$ cat config.mk
export PLATFORM = sky130hd
export DESIGN_NAME = uart_sync_fifo_128x8
export DESIGN_NICKNAME = d
export VERILOG_FILES = /design/src/rtl/uart_sync_fifo_128x8.sv
export SDC_FILE = /design/constraint.sdc
export NUM_CORES = 1
export LEC_CHECK = 0
export CORE_ASPECT_RATIO = 0.9
export CORE_UTILIZATION = 50
export DETAILED_ROUTE_END_ITERATION = 8
export PLACE_DENSITY_LB_ADDON = 0.05
export REMOVE_ABC_BUFFERS = 1
export SLEW_MARGIN = 20
export SYNTH_ARGS = -nofsm -noshare
export SYNTH_HDL_FRONTEND = slang
export SYNTH_SLANG_ARGS = --single-unit
$ cat constraint.sdc
create_clock -name clock -period 5.25 [get_ports clock]
set_input_delay 0.525 -clock clock [delete_from_list [all_inputs] [get_ports clock]]
set_output_delay 0.525 -clock clock [all_outputs]
set_load 0.1 [all_outputs]
$ cat src/rtl/uart_sync_fifo_128x8.sv
// ---------------------------------------------------------------------------
// uart_sync_fifo_128x8
// Single-clock byte FIFO used on the UART TX and RX data paths. It is a ring
// buffer over a 128x8 memory, with a registered RAM read address, an
// occupancy counter and full/empty/threshold flags.
//
// Ports
//   clock     in   1           single clock, all logic on rising edge
//   reset_n   in   1           asynchronous active-low reset
//   data_in   in   FIFO_WIDTH  write data
//   read_n    in   1           pop strobe, active low, one pop per low cycle
//   write_n   in   1           push strobe, active low, one push per low cycle
//   level     in   FIFO_BITS   threshold for the half flag
//   data_out  out  FIFO_WIDTH  registered read data
//   full      out  1           occupancy == FIFO_DEPTH-1
//   empty     out  1           occupancy == 0
//   half      out  1           occupancy >= level (unsigned)
//
// Usable capacity is FIFO_DEPTH-1. There is no overflow or underflow
// protection: the counter simply wraps, so callers must honour full/empty.
// ---------------------------------------------------------------------------
module uart_sync_fifo_128x8 #(
  parameter int FIFO_DEPTH = 128,
  parameter int FIFO_BITS  = 7,
  parameter int FIFO_WIDTH = 8
) (
  input  logic                  clock,
  input  logic                  reset_n,
  input  logic [FIFO_WIDTH-1:0] data_in,
  input  logic                  read_n,
  input  logic                  write_n,
  input  logic [FIFO_BITS-1:0]  level,
  output logic [FIFO_WIDTH-1:0] data_out,
  output logic                  full,
  output logic                  empty,
  output logic                  half
);

  logic [FIFO_WIDTH-1:0] mem_r [FIFO_DEPTH];
  logic [FIFO_BITS-1:0]  wr_ptr_r;
  logic [FIFO_BITS-1:0]  rd_ptr_r;
  logic [FIFO_BITS-1:0]  count_r;
  logic [FIFO_BITS-1:0]  addr_r;
  logic                  rd_hold_r;
  logic [FIFO_WIDTH-1:0] data_out_r;
  logic [FIFO_WIDTH-1:0] ram_q_s;
  logic                  wr_s;
  logic                  rd_s;

  localparam logic [FIFO_BITS-1:0] FULL_COUNT = FIFO_BITS'(FIFO_DEPTH - 1);

  assign wr_s = ~write_n;
  assign rd_s = ~read_n;

  // Memory array write port; contents are deliberately not reset.
  always_ff @(posedge clock) begin
    if (wr_s) begin
      mem_r[wr_ptr_r] <= data_in;
    end
  end

  // Read port is combinational from the array, so a write landing on the
  // registered address shows through on the following cycle.
  assign ram_q_s = mem_r[addr_r];

  // Pointers, occupancy counter and the registered RAM read address.
  // Pointer wrap 127->0 falls out of the FIFO_BITS-wide arithmetic.
  always_ff @(posedge clock or negedge reset_n) begin
    if (!reset_n) begin
      wr_ptr_r <= {FIFO_BITS{1'b0}};
      rd_ptr_r <= {FIFO_BITS{1'b0}};
      count_r  <= {FIFO_BITS{1'b0}};
      addr_r   <= {FIFO_BITS{1'b0}};
    end else begin
      addr_r <= rd_ptr_r;
      if (wr_s) begin
        wr_ptr_r <= wr_ptr_r + FIFO_BITS'(1);
      end
      if (rd_s) begin
        rd_ptr_r <= rd_ptr_r + FIFO_BITS'(1);
      end
      case ({wr_s, rd_s})
        2'b10:   count_r <= count_r + FIFO_BITS'(1);
        2'b01:   count_r <= count_r - FIFO_BITS'(1);
        default: count_r <= count_r;
      endcase
    end
  end

  // Output stage: rd_hold remembers that the previous edge was a pop, so the
  // byte addressed at that edge is captured one cycle later and then held.
  always_ff @(posedge clock or negedge reset_n) begin
    if (!reset_n) begin
      rd_hold_r  <= 1'b0;
      data_out_r <= {FIFO_WIDTH{1'b0}};
    end else begin
      rd_hold_r <= read_n;
      if (!rd_hold_r) begin
        data_out_r <= ram_q_s;
      end
    end
  end

  assign data_out = data_out_r;
  assign full     = (count_r == FULL_COUNT);
  assign empty    = (count_r == {FIFO_BITS{1'b0}});
  assign half     = (count_r >= level);

endmodule

==> flow_summary_export.csv <==
group,metric,value,unit
cts,clk_pin_slew,60,ps
run_status,outcome,"complete, no violations",
grt,grt_max_degree,90,
detailed_routing,drtIter0Drc,2051,
power_and_ir_drop,ir_drop,0.317,mV
critical_path,cp_cell_sequence,"inv_1, ha_1, nand2b_1, a21o_1, a21o_1, a21oi_1, nor2b_1, o21ai_0, a21oi_1, clkdlybuf4s50_1",
placement,dp_cells,3228,
detailed_routing,via_count,20600,
sta,fin_ws,1400,ps
finish,layout.nets,2245,
finish,most-common-layout-cells,"edfxtp_1, mux4_2, nor2_1",
placement,place_area,43400,um2
synthesis,synth_ff_type,"edfxtp_1",
detailed_routing,wire_per_inst,29.1,um
cts,root_buffer,"clkbuf_16",
synthesis,synth.top_cell.area_share,73.1,%
die,core,83000,um2
cts,post_cts_buffers,0,
grt,grt_overflow_total,0,
critical_path,critPathMaxFanout,6,
critical_path,path_class,"reg2out",
synthesis,ys_types,54,
placement,post-dp-hpwl,61100,um
placement,portBuffers,29,
synthesis,yosysWarnings,0,
cts,clk_path_buf_depth,3,
grt,grt_pass1_vias,20900,
critical_path,arrival,3320,ps
detailed_routing,ant_nets,0,
detailed_routing,wl,99600,um
detailed_routing,vias_per_cell,6.03,
die,start_util,50.7,%
critical_path,crit_path_max_incr_delay,970,ps
detailed_routing,drcViolationCount,0,
cts,ctsHoldBuffers,0,
die,die_w,308,um
worst_hold_path,hp-class,"in2async",
cts,cts_buffers,106,
sta,worst_pin_slew,1170,ps
sta,relSlewSlack,21.8,%
finish,drive_gt1_share,19.0,%
sta,fin_crit_sh,73.3,%
grt,grt_pass1_wl,146000,um
critical_path,worstPathRequired,4720,ps
critical_path,critPathCaptureType,"primary output",
critical_path,slowest_stage,"clkdlybuf4s50_1",
grt,grt_usage,23.9,%
finish,final_common_cell,"edfxtp_1",
cts,cts_num_sinks,1061,
power_and_ir_drop,power_leakage,14.9,nW
finish,stdcell_count,3424,
cts,ctsResizeCount,0,
grt,grt_antenna_before_repair,7,
sta,tns,0,ps
sta,rsz0062_at_grt,"no",
flow_run,max_cap_violations,0,
synthesis,yosys.area.top_type,"edfxtp_1",
synthesis,synth_edf_count,1024,
finish,diodes,0,
sta,finClkSkew,23.1,ps
sta,slew_viol_final,0,
die,rows,100,
sta,fin_crit,3850,ps
power_and_ir_drop,power.density,519,nW/um2
synthesis,synthTopCellsByArea,"edfxtp_1, mux4_2, mux2i_1",
die,die-area,85300,um2
synthesis,ys_async_sr_fraction,3.49,%
sta,finalSetupViolCount,0,
finish,area_delta_synth_final,11.0,%
finish,fin_area,46700,um2
critical_path,rr_worst_depth,8,
synthesis,netlist_instances,2140,
cts,cts_tree,"done",
sta,hold_violations,0,
synthesis,syn-mean-instance-area,19.7,um2
synthesis,synth-seq-area-share,75.3,%
critical_path,crit_start,"count_r[0]",
detailed_routing,drt-pass1-iter-count,5,
synthesis,syn_area,42100,um2
placement,gp_congestion,0.817,
power_and_ir_drop,power.total,24.2,mW
synthesis,ys_ff_latch,1061,
placement,dpl_worst_slack,1410,ps
die,io_pins,30,
cts,htreeDepth,3,
sta,clock.fmax,0.260,GHz
die,die_h,277,um
critical_path,startpoint_type,"flop",
critical_path,r2r-start,"addr_r[0]",
cts,clock_latency,670,ps
Yosys cell counts, types with 3 or more instances:
cell type	n
edfxtp_1	1024
mux4_2	193
nor2_1	158
mux2i_1	124
nand2_1	62
nor2b_1	54
clkbuf_1	52
o22ai_1	47
dfrtp_1	37
o221ai_1	34
nand3_1	30
a22oi_1	28
buf_6	24
a211oi_1	22
buf_2	22
a21oi_1	21
inv_1	20
nor3_1	17
buf_4	14
xnor2_1	14
ha_1	12
a221oi_1	10
nand2b_1	9
xor2_1	9
a2111oi_2	8
a31oi_1	8
mux2_2	8
a32oi_1	6
mux4_1	6
o21ai_0	6
a221oi_2	5
a311oi_1	5
and2_1	5
mux2_4	5
a21o_1	4
a22o_1	4
buf_1	4
buf_12	4
nand3b_1	3
nor3b_1	3
where the power goes:
| group | switching [mW] | leakage [nW] | internal, mW |
|---|---|---|---|
| Sequential | 0.611 | 9.64 | 9.59 |
| Clock | 3.10 | 1.59 | 4.07 |
| Combinational | 4.12 | 3.67 | 2.75 |
state kept, by name, summed over array words and instances (netlist names):
| register | cells |
|---|---|
| addr_r | 7 |
| count_r | 7 |
| data_out | 8 |
| mem_r | 1024 |
| rd_hold_r | 1 |
| rd_ptr_r | 7 |
| wr_ptr_r | 7 |
critical path, delay by kind of cell, from the launching register on:
family / cells / cell delay [ps]
buffers and inverters: 2 / 1040
AO/OA/AOI/OAI: 5 / 710
flip-flops: 1 / 450
adder cells (fa/ha/maj): 1 / 260
AND/OR/NAND/NOR: 2 / 200
kinds of logic after synthesis:
| group | after synthesis | synth area share, % |
|---|---|---|
| and+or+nand+nor | 353 | 3.83 |
| buffers and inverters | 143 | 2.10 |
| adders and majority gates | 12 | 0.357 |
| AOI/OAI and AO/OA | 212 | 3.88 |
| muxes | 336 | 14.1 |
| xor gates and xnor gates | 23 | 0.479 |
| DFF | 1061 | 75.3 |
cell type report:
class	instances	area, um2
clock buffers	143	2830
well taps	1122	1400
inverters	21	78.8
fillers	6286	36200
flip-flops and latches	1061	31700
repair buffers	88	733
multi-input cells	936	9530
clock inverters	53	430
per-stage QoR:
| stage | util [%] | hold slack (ps) |
|---|---|---|
| 2_1_floorplan | - | 229 |
| 3_3_place_gp | 52.4 | 385 |
| 3_5_place_dp | 52.4 | 388 |
| 4_1_cts | 56.3 | 30.5 |
| 5_1_grt | 56.3 | 64.7 |
| 6_report | 56.3 | 27.0 |
per-layer routing:
| layer | global-route usage [%] | vias up | wire (um) |
|---|---|---|---|
| li1 | - | 8902 | - |
| met5 | 0 | - | 34 |
| met3 | 5.03 | 129 | 7220 |
| met4 | 6.33 | 6 | 2240 |
| met2 | 36.1 | 748 | 46300 |
| met1 | 35.4 | 10900 | 43800 |
worst paths after layout:
kind                                    end  slack [ps]
max in group asynchronous         addr_r[1]        4450
worst min register to register    addr_r[6]         410
worst max-delay path                   half        1400
min in group clock              mem_r[1][1]         400
worst max register to register  data_out[5]        1510
worst min-delay path             count_r[4]          30
No activity file was read; power rests on OpenSTA's default activity.
